<file path="src/rtl/writeback_arbiter_if.sv">
// Writeback bundle: two write requesters, the register-file write port and the operand bypass path.
// The master side is the pipeline/register file. The slave side is the arbiter.
interface writeback_arbiter_if;
    logic       a_valid;
    logic [1:0] a_addr;
    logic [7:0] a_data;
    logic       a_ready;
    logic       b_valid;
    logic [1:0] b_addr;
    logic [7:0] b_data;
    logic       b_ready;
    logic       stall;
    logic       write_enable;
    logic [1:0] write_addr;
    logic [7:0] write_data;
    logic [1:0] rd_addr;
    logic [7:0] rf_rd_data;
    logic [7:0] rd_data;
    logic       prio_b;

    modport master (
        output a_valid, a_addr, a_data, b_valid, b_addr, b_data, stall, rd_addr, rf_rd_data,
        input  a_ready, b_ready, write_enable, write_addr, write_data, rd_data, prio_b
    );

    modport slave (
        input  a_valid, a_addr, a_data, b_valid, b_addr, b_data, stall, rd_addr, rf_rd_data,
        output a_ready, b_ready, write_enable, write_addr, write_data, rd_data, prio_b
    );
endinterface

</file>
<file path="src/rtl/writeback_arbiter.sv">
// Round-robin arbiter: ALU (A) and load (B) writebacks share one register-file write port. A granted write appears on the port one cycle later.
// Ready is combinational and is never high without its own valid. Stall withholds all grants. An unaccepted request is not buffered.
module writeback_arbiter (
    input  logic               clk,
    input  logic               rst_n,
    writeback_arbiter_if.slave wb
);
    logic grant_a;
    logic grant_b;

    // Contention is settled by prio_b. A lone requester always wins.
    always_comb begin
        grant_a = 1'b0;
        grant_b = 1'b0;
        if (!wb.stall) begin
            grant_a = wb.a_valid && (!wb.b_valid || !wb.prio_b);
            grant_b = wb.b_valid && (!wb.a_valid ||  wb.prio_b);
        end
    end

    assign wb.a_ready = grant_a;
    assign wb.b_ready = grant_b;

    always_ff @(posedge clk or negedge rst_n) begin
        if (!rst_n) begin
            wb.write_enable <= 1'b0;
            wb.write_addr   <= 2'd0;
            wb.write_data   <= 8'd0;
            wb.prio_b       <= 1'b0;
        end else if (grant_a) begin
            wb.write_enable <= 1'b1;
            wb.write_addr   <= wb.a_addr;
            wb.write_data   <= wb.a_data;
            wb.prio_b       <= 1'b1;
        end else if (grant_b) begin
            wb.write_enable <= 1'b1;
            wb.write_addr   <= wb.b_addr;
            wb.write_data   <= wb.b_data;
            wb.prio_b       <= 1'b0;
        end else begin
            wb.write_enable <= 1'b0;
        end
    end

    // The register file has not yet absorbed the in-flight write, so forward it to the operand read.
    assign wb.rd_data = (wb.write_enable && (wb.write_addr == wb.rd_addr)) ? wb.write_data
                                                                           : wb.rf_rd_data;
endmodule

</file>
<file path="src/flat_wrapper.sv">
// flat-port wrapper written by rule: the top's interface ports become plain ports
module writeback_arbiter_flat 
  (clk, rst_n, wb_a_valid, wb_a_addr, wb_a_data, wb_b_valid, wb_b_addr, wb_b_data, wb_stall, wb_rd_addr, wb_rf_rd_data, wb_a_ready, wb_b_ready, wb_write_enable, wb_write_addr, wb_write_data, wb_rd_data, wb_prio_b);
  writeback_arbiter_if wb_i ();
  input  logic clk;
  input  logic rst_n;
  input wire logic [$bits(wb_i.a_valid)-1:0] wb_a_valid;
  input wire logic [$bits(wb_i.a_addr)-1:0] wb_a_addr;
  input wire logic [$bits(wb_i.a_data)-1:0] wb_a_data;
  input wire logic [$bits(wb_i.b_valid)-1:0] wb_b_valid;
  input wire logic [$bits(wb_i.b_addr)-1:0] wb_b_addr;
  input wire logic [$bits(wb_i.b_data)-1:0] wb_b_data;
  input wire logic [$bits(wb_i.stall)-1:0] wb_stall;
  input wire logic [$bits(wb_i.rd_addr)-1:0] wb_rd_addr;
  input wire logic [$bits(wb_i.rf_rd_data)-1:0] wb_rf_rd_data;
  output wire logic [$bits(wb_i.a_ready)-1:0] wb_a_ready;
  output wire logic [$bits(wb_i.b_ready)-1:0] wb_b_ready;
  output wire logic [$bits(wb_i.write_enable)-1:0] wb_write_enable;
  output wire logic [$bits(wb_i.write_addr)-1:0] wb_write_addr;
  output wire logic [$bits(wb_i.write_data)-1:0] wb_write_data;
  output wire logic [$bits(wb_i.rd_data)-1:0] wb_rd_data;
  output wire logic [$bits(wb_i.prio_b)-1:0] wb_prio_b;
  assign wb_i.a_valid = wb_a_valid;
  assign wb_i.a_addr = wb_a_addr;
  assign wb_i.a_data = wb_a_data;
  assign wb_i.b_valid = wb_b_valid;
  assign wb_i.b_addr = wb_b_addr;
  assign wb_i.b_data = wb_b_data;
  assign wb_i.stall = wb_stall;
  assign wb_i.rd_addr = wb_rd_addr;
  assign wb_i.rf_rd_data = wb_rf_rd_data;
  assign wb_a_ready = wb_i.a_ready;
  assign wb_b_ready = wb_i.b_ready;
  assign wb_write_enable = wb_i.write_enable;
  assign wb_write_addr = wb_i.write_addr;
  assign wb_write_data = wb_i.write_data;
  assign wb_rd_data = wb_i.rd_data;
  assign wb_prio_b = wb_i.prio_b;
  writeback_arbiter u_core (.clk(clk), .rst_n(rst_n), .wb(wb_i));
endmodule
</file>
<file path="config.mk">
export PLATFORM = sky130hd
export DESIGN_NAME = writeback_arbiter_flat
export DESIGN_NICKNAME = d
export VERILOG_FILES = /design/src/rtl/writeback_arbiter_if.sv /design/src/rtl/writeback_arbiter.sv /design/src/flat_wrapper.sv
export SDC_FILE = /design/constraint.sdc
export NUM_CORES = 1
export LEC_CHECK = 0
export CAP_MARGIN = 20
export CELL_PAD_IN_SITES_DETAIL_PLACEMENT = 0
export CELL_PAD_IN_SITES_GLOBAL_PLACEMENT = 2
export CORE_MARGIN = 2
export CORE_UTILIZATION = 17
export CTS_CLUSTER_DIAMETER = 80
export DETAILED_ROUTE_END_ITERATION = 10
export PLACE_DENSITY = 0.91
export SYNTH_ARGS = -nofsm -noshare
export SYNTH_HDL_FRONTEND = slang
export SYNTH_SLANG_ARGS = --single-unit
export TNS_END_PERCENT = 30
</file>
<file path="constraint.sdc">
create_clock -name clk -period 2.54 [get_ports clk]
set_input_delay 0.508 -clock clk [delete_from_list [all_inputs] [get_ports clk]]
set_output_delay 0.508 -clock clk [all_outputs]
set_load 0.05 [all_outputs]
</file>
==> results.toml <==
[timing]
finalMaxSlewViolations = 0
setup_viol = 0
slew_headroom_pct = 63.0
fin_crit_ns = 2.40
timing.final.crit_share_pct = 94.3
finalHoldViolCount = 0
hold_ws_ns = 0.565
tns_ns = 0
fin_worst_skew_ns = 0.000604
rsz0062_at_grt = "false"
worst_pin_slew_ns = 0.553
max_freq_mhz = 417

[placement]
place_area_um2 = 1420
io_buffers = 56
gp_congestion = 0.715
dp.cells = 183
hpwl_um = 1940

[worst_setup_path]
cp_num_buf_inv = 2
critPathSlowestCell = "clkdlybuf4s50_1"
crit_type = "primary input to output port"
cp.arrival_ns = 1.89
required_ns = 2.03
max_stage_delay_ns = 0.47
crit_family = "buffers and inverters"
crit_fanout = 8
cp_cell_sequence = "clkdlybuf4s50_1 > xnor2_1 > nand3_2 > mux2_2 > buf_12"
crit_path_start_kind = "primary input"
end_kind = "output port"

[floorplan]
fp.dieH_um = 68.3
design.die.area_um2 = 4670
io_pins = 57
rows = 23
fp.coreArea_um2 = 4000
initial_core_util_pct = 17.6
die_w_um = 68.3

[grt]
grt_max_degree = 22
overflow = 0
grt_pass1_wl_um = 3790
antenna_found_initial = 0
grt_pass1_vias = 821
grt.total_usage_pct = 11.2

[pwr]
leakage_nw = 0.564
irDropWorstVdd_v = 0.000184
power_density_nw_per_um2 = 577

[finish]
final_cells = 186
antenna_cells = 0
area_growth_syn_to_layout_pct = 108
mostFrequentLayoutCells = "46 x clkdlybuf4s50_1, 12 x dfrtp_1, 11 x nor2_1, 11 x o21ai_0"
final_area_um2 = 1470
drive_gt1_share_pct = 19.1
layout_commonest_cell = "clkdlybuf4s50_1"
nets = 173

[yosys]
ys_seq_area_share_pct = 42.7
yosys.cell_types.count = 17
synth_seq_cells = 12
synthesis.area_um2 = 703
yosysWarnings = 0
syn_avg_cell_area_um2 = 8.90
syn_nets = 114
syn_inst = 79

[clocking]
cts_buffers = 3
cts_sinks = 12
clock_path_buffers = 2
htreeDepth = 1
cts_root_buf = "clkbuf_8"
clkLatencyLatePin_ns = 0.23
cts_setup_buffers = 0
holdBufCountCts = 0
clkTransAtPathRegs_ns = 0.05
cts_tree = "yes"
cts_resized = 0

[routing]
ant_nets = 0
wire_per_inst_um = 13.2
totalWireLength_um = 2460
drt_pass1_iterations = 4
drt_iter0_drc = 19
vias = 821
viasPerCell = 4.41
drcViolationCount = 0

[worst_hold_path]
hold_class = "register to register"

[run]
maxCapViolations = 0

[run_status]
run_status = "finished clean"
==> worst register-to-register path: stages, from the launching register on <==
cell and delay [ns]:
dfrtp_1 0.42, and2_1 0.19, buf_4 0.17, o21ai_0 0.16
a31oi_1 0.11
==> cell families (layout without fill, tap and decap cells) <==
kind of cell,Yosys count,after routing,synth area share [%]
xor gates and xnor gates,2,2,2.49
muxes,8,8,12.8
buffers and inverters,6,63,4.09
and+or+nand+nor,28,28,19.0
DFF,12,12,42.7
AOI/OAI and AO/OA,23,23,18.9
==> cell usage after synthesis <==
master	n	area share, %
a31oi_1	10	8.9
o21ai_0	11	7.8
and2_1	1	0.89
nand2_1	2	1.1
o21ba_2	1	1.4
a21oi_1	1	0.71
nand2b_1	2	1.8
buf_2	4	2.8
inv_1	1	0.53
nand3_1	10	7.1
nor2b_1	1	0.89
xnor2_1	2	2.5
mux2_2	8	13
nand3_2	1	1.4
nor2_1	11	5.9
clkbuf_2	1	0.71
dfrtp_1	12	43
==> flip-flops by register name (all words and copies together), names as in the netlist <==
name,flops
u_core.wb.write_addr,2
u_core.wb.prio_b,1
u_core.wb.write_enable,1
u_core.wb.write_data,8
==> final cells by class <==
class | instances | area, um^2
Sequential cell | 12 | 300
Tap cell | 50 | 62.6
Timing Repair Buffer | 59 | 683
Clock buffer | 3 | 41.3
Multi-Input combinational cell | 61 | 374
Fill cell | 402 | 2530
Inverter | 1 | 3.75
==> power breakdown <==
part | leakage (nW) | internal [mW] | switching [mW]
clock | 0.0216 | 0.104 | 0.0661
combinational | 0.406 | 0.191 | 0.240
sequential | 0.136 | 0.218 | 0.0252
==> routing by layer <==
metal | global-route usage [%] | vias to the layer above | share of wire [%]
met1 | 14.3 | 372 | 44
met2 | 18.4 | 45 | 48
met3 | 3.29 | 2 | 8.3
met4 | 2.75 | 0 | 0.24
li1 | - | 402 | -
met5 | 0 | - | 0
==> worst paths after layout <==
kind / start / slack [ns] / cells after the start / to
worst max-delay path: wb_rd_addr[1] / 0.14 / 5 / wb_rd_data[2]
worst min-delay path: u_core.wb.prio_b$_DFFE_PN0P_ / 0.56 / 1 / u_core.wb.prio_b$_DFFE_PN0P_
worst max register to register: u_core.wb.prio_b$_DFFE_PN0P_ / 1.35 / 4 / u_core.wb.write_data[7]$_DFFE_PN0P_
worst min register to register: u_core.wb.prio_b$_DFFE_PN0P_ / 0.56 / 1 / u_core.wb.prio_b$_DFFE_PN0P_
max in group asynchronous: rst_n / 1.54 / 1 / u_core.wb.prio_b$_DFFE_PN0P_
min in group asynchronous: rst_n / 0.63 / 1 / u_core.wb.write_data[5]$_DFFE_PN0P_
==> metrics by stage <==
stage	total power, mW	utilization [%]	worst slack [ns]
2_1_floorplan	0.474	-	0.401
3_3_place_gp	0.674	35.6	0.144
3_5_place_dp	0.682	35.6	0.132
4_1_cts	0.856	36.6	0.119
5_1_grt	0.888	36.6	0.0662
6_report	0.845	36.6	0.144
(Power assumes the default switching activity.)
